===== config.mk =====
export PLATFORM = sky130hd
export DESIGN_NAME = down_count_tick_gen
export DESIGN_NICKNAME = d
export VERILOG_FILES = /design/src/rtl/down_count_tick_gen.sv
export SDC_FILE = /design/constraint.sdc
export NUM_CORES = 1
export LEC_CHECK = 0
export BUFFER_PORTS_ARGS = -buffer_cell sky130_fd_sc_hd__buf_2
export CORE_ASPECT_RATIO = 0.9
export CORE_UTILIZATION = 55
export CTS_BUF_LIST = sky130_fd_sc_hd__clkbuf_8 sky130_fd_sc_hd__clkbuf_16
export CTS_CLUSTER_SIZE = 30
export DETAILED_ROUTE_END_ITERATION = 8
export PLACE_DENSITY_LB_ADDON = 0.1
export SYNTH_ARGS = -nofsm -noshare
export SYNTH_HDL_FRONTEND = slang
export SYNTH_SLANG_ARGS = --single-unit

===== constraint.sdc =====
create_clock -name clk -period 3.45 [get_ports clk]
set_input_delay 0.345 -clock clk [delete_from_list [all_inputs] [get_ports clk]]
set_output_delay 0.345 -clock clk [all_outputs]
set_load 0.02 [all_outputs]

===== src/rtl/down_count_tick_gen.sv =====
// Control stage for a 4-bit down counter: emits a reload pulse, then periodic
// count-enable ticks, either free-running or for a fixed burst length.
module down_count_tick_gen #(
  parameter int unsigned DIV_W   = 8,
  parameter int unsigned BURST_W = 4
) (
  input  logic               clk,
  input  logic               rst,
  input  logic               start,
  input  logic               stop,
  input  logic               mode,
  input  logic [DIV_W-1:0]   div_val,
  input  logic [BURST_W-1:0] burst_len,
  output logic               load,
  output logic               tick,
  output logic               running,
  output logic               done
);

  typedef enum logic [1:0] {S_IDLE, S_LOAD, S_RUN} state_t;

  state_t             r_state, w_state_nxt;
  logic [DIV_W-1:0]   r_pre, w_pre_nxt, w_pre_cur;
  logic [BURST_W-1:0] r_bcnt, w_bcnt_nxt, w_bcnt_cur;
  logic               r_mode, w_mode_nxt;
  logic [DIV_W-1:0]   r_div, w_div_nxt;
  logic [BURST_W-1:0] r_blen, w_blen_nxt;
  logic               r_load, w_load_nxt;
  logic               r_tick, w_tick_nxt;
  logic               r_running, w_running_nxt;
  logic               r_done, w_done_nxt;

  // In LOAD the counters are treated as already holding the shadow values,
  // so div=0 ticks and burst_len=0 completes on the LOAD->RUN edge.
  assign w_pre_cur  = (r_state == S_LOAD) ? r_div  : r_pre;
  assign w_bcnt_cur = (r_state == S_LOAD) ? r_blen : r_bcnt;

  // State register and registered outputs.
  always_ff @(posedge clk or negedge rst) begin
    if (!rst) begin
      r_state   <= S_IDLE;
      r_pre     <= '0;
      r_bcnt    <= '0;
      r_mode    <= 1'b0;
      r_div     <= '0;
      r_blen    <= '0;
      r_load    <= 1'b0;
      r_tick    <= 1'b0;
      r_running <= 1'b0;
      r_done    <= 1'b0;
    end else begin
      r_state   <= w_state_nxt;
      r_pre     <= w_pre_nxt;
      r_bcnt    <= w_bcnt_nxt;
      r_mode    <= w_mode_nxt;
      r_div     <= w_div_nxt;
      r_blen    <= w_blen_nxt;
      r_load    <= w_load_nxt;
      r_tick    <= w_tick_nxt;
      r_running <= w_running_nxt;
      r_done    <= w_done_nxt;
    end
  end

  // Next-state and next-output logic.
  always_comb begin
    w_state_nxt   = r_state;
    w_pre_nxt     = r_pre;
    w_bcnt_nxt    = r_bcnt;
    w_mode_nxt    = r_mode;
    w_div_nxt     = r_div;
    w_blen_nxt    = r_blen;
    w_load_nxt    = 1'b0;
    w_tick_nxt    = 1'b0;
    w_running_nxt = 1'b0;
    w_done_nxt    = 1'b0;
    case (r_state)
      S_IDLE: begin
        if (start && !stop) begin
          w_mode_nxt    = mode;
          w_div_nxt     = div_val;
          w_blen_nxt    = burst_len;
          w_state_nxt   = S_LOAD;
          w_load_nxt    = 1'b1;
          w_running_nxt = 1'b1;
        end
      end
      S_LOAD, S_RUN: begin
        if (stop) begin
          w_state_nxt = S_IDLE;
        end else if (r_mode && (w_bcnt_cur == '0)) begin
          w_state_nxt = S_IDLE;
          w_done_nxt  = 1'b1;
        end else begin
          w_state_nxt   = S_RUN;
          w_running_nxt = 1'b1;
          w_bcnt_nxt    = w_bcnt_cur;
          if (w_pre_cur == '0) begin
            w_tick_nxt = 1'b1;
            w_pre_nxt  = r_div;
            if (r_mode) w_bcnt_nxt = w_bcnt_cur - BURST_W'(1);
          end else begin
            w_pre_nxt = w_pre_cur - DIV_W'(1);
          end
        end
      end
      default: w_state_nxt = S_IDLE;
    endcase
  end

  assign load    = r_load;
  assign tick    = r_tick;
  assign running = r_running;
  assign done    = r_done;

endmodule


==> results.cfg <==
[outcome]
status = complete, no violations

[timing]
finalSetupViolCount = 0
max-slew-margin-rel = 0.541
hold_viol = 0
fin_skew_ns = 0.00890
period_share = 0.797
fin_ws_ns = 0.699
fin_setup_tns_ns = 0
tightest_slew_ns = 0.689
rsz0062_at_grt = false
max_clock_freq_mhz = 364
drv_slew = 0
period_needed_ns = 2.75

[clock_tree]
cts_setup_buffers = 0
ctsHoldBuffers = 0
cts_max_level = 2
cts_sinks = 31
path_clk_slew_ns = 0.06
cts.path.max_buffers = 2
cts_tree = built
cts_made_buffers = 5
cts-resized-gates = 0
insertion_delay_ns = 0.29
root_buffer = clkbuf_8

[yosys]
syn_nets = 222
ys_ff_latch = 31
synth_common_cells = nand2_1 (54), dfrtp_1 (31), o21ai_0 (14)
synth_top_area_share = 0.421
synth_cells = 199
ys_top_cells_by_area = dfrtp_1 (42%), nand2_1 (11%), mux2i_1 (4.3%)
yosysWarnings = 0
yosysMostFrequentCell = nand2_1
async_flop_share = 1.00
synth_flop_cell = dfrtp_1
synth_edf_count = 0
syn_area_um2 = 1840
syn_area_per_cell_um2 = 9.27
yosysTopAreaCell = dfrtp_1
ys_types = 49
yosysSeqAreaShare = 0.421

[cells_and_area]
drive_gt1_frac = 0.194
area_growth_pct = 12.0
final_area_um2 = 2070
final_nets = 244
antenna_cells = 0
n_fill_cell = 273
fin_util = 0.663

[drt]
drt_iter0_drc = 140
vias = 1499
postRouteAntennaNets = 0
drt-pass1-iter-count = 4
wire_per_inst_um = 14.7
viasPerCell = 5.68
drc_errors = 0
drt_wl_total_um = 3880

[place]
place_area_um2 = 1960
dp_slack_ns = 0.749
gp_congestion = 0.878
hpwl_um = 2790
placement.io_buffers = 20

[hold_path]
min_path_type = in -> async

[grt]
grt_max_degree = 32
grtUsageTotal = 0.245
grt_pass1_wl_um = 6600
grt_pass1_vias = 1419
grt_antenna_before_repair = 0
grt_overflow = 0

[worst_setup_path]
arrival_ns = 2.92
start_kind = flip-flop
worstPathMaxFanout = 24
cp-startpoint = r_state[1]$_DFFE_PN0P_
cp.required_ns = 3.62
crit_path_end_kind = flip-flop
r2r_start = r_state[1]$_DFFE_PN0P_
critical_path_class = reg -> reg

[power_and_ir_drop]
vdd_drop_max_mv = 0.495
p_leak_nw = 0.952
cellPowerDensity_nw_per_um2 = 918

[floorplan]
start_util = 0.592
rows = 19
die_h_um = 56.9
die_w_um = 63.0
dieArea_um2 = 3590
core-area_um2 = 3110
io-pin-count = 21

[job]
drv_cap = 0
==> logic make-up after synthesis <==
| group | share of synthesized area |
|---|---|
| buf+inv | 0.0434 |
| simple gates | 0.244 |
| compound gates | 0.166 |
| fa+ha+maj | 0.0407 |
| xor+xnor | 0.0142 |
| flops | 0.421 |
| mux | 0.0712 |
==> cell type report <==
cell class                      count  area (um^2)  share of cell area
Inverter                            6         22.5              0.0109
Clock buffer                        7         96.3              0.0466
Timing Repair Buffer               23          123              0.0594
Multi-Input combinational cell    154          988               0.478
Tap cell                           42         52.6              0.0254
Sequential cell                    31          776               0.376
Clock inverter                      1         7.51             0.00363
==> critical path, stage by stage (launching register included) <==
cell and delay [ns]:
dfrtp_1 0.38, inv_1 0.12, ha_1 0.34, buf_4 0.35
mux2i_1 0.34, a41o_1 0.62, nor2_1 0.15, a32oi_1 0.23
o21ai_1 0.09
==> sequential cells by signal, summed over array words and instances, names as in the netlist <==
register and cells:
r_blen 4, load 1, r_state 2, running 1, r_bcnt 4, done 1
r_mode 1, r_pre 8, r_div 8, tick 1
==> through the flow <==
stage	hold slack, ns	power, mW	std cells
after floorplan	0.0494	1.38	199
after global placement	0.422	1.53	256
after detailed placement	0.431	1.57	256
after CTS	0.113	1.89	264
after global routing	0.149	2.04	264
final	0.0849	1.90	264
==> layout by cell type, fill, tap and decap left out, types with 2 or more instances in the layout <==
master and instances:
dfrtp_1 31, xnor2_1 2, nor3_2 2, o22ai_1 2, buf_2 20, nor2b_1 2
a21boi_0 2, a21oi_1 8, nand4_1 4, o21ai_0 14, nor3b_1 2, nor2_1 8
o21a_1 3, nand2_1 54, o221ai_1 3, o211ai_1 2, clkbuf_8 7, buf_4 3
inv_1 6, ha_1 6, o21ai_1 2, mux2i_1 8, nor3_1 6
==> worst paths after layout <==
| kind | endpoint | slack (ns) | cells past startpoint |
|---|---|---|---|
| worst max-delay path | r_pre[7]$_DFFE_PN0P_ | 0.70 | 8 |
| worst min-delay path | r_div[7]$_DFFE_PN0P_ | 0.08 | 1 |
| worst max register to register | r_pre[7]$_DFFE_PN0P_ | 0.70 | 8 |
| worst min register to register | r_pre[5]$_DFFE_PN0P_ | 0.52 | 1 |
| max in group asynchronous | r_state[0]$_DFFE_PN0P_ | 2.91 | 1 |
| min in group clk | r_div[6]$_DFFE_PN0P_ | 0.24 | 3 |
==> layer usage <==
metal / vias up / GRT usage / routed length, um
met3: 8 / 0.0520 / 137
met2: 28 / 0.353 / 1720
met4: 0 / 0.146 / 84
met5: - / 0 / 0
li1: 747 / - / -
met1: 716 / 0.341 / 1940
==> where the power goes <==
group | internal (mW) | leakage [nW] | switching (mW) | total [mW]
registers | 0.518 | 0.382 | 0.204 | 0.722
logic | 0.350 | 0.519 | 0.503 | 0.854
clock network | 0.181 | 0.0505 | 0.139 | 0.320
Note: power is estimated with default switching activity, not from simulation.
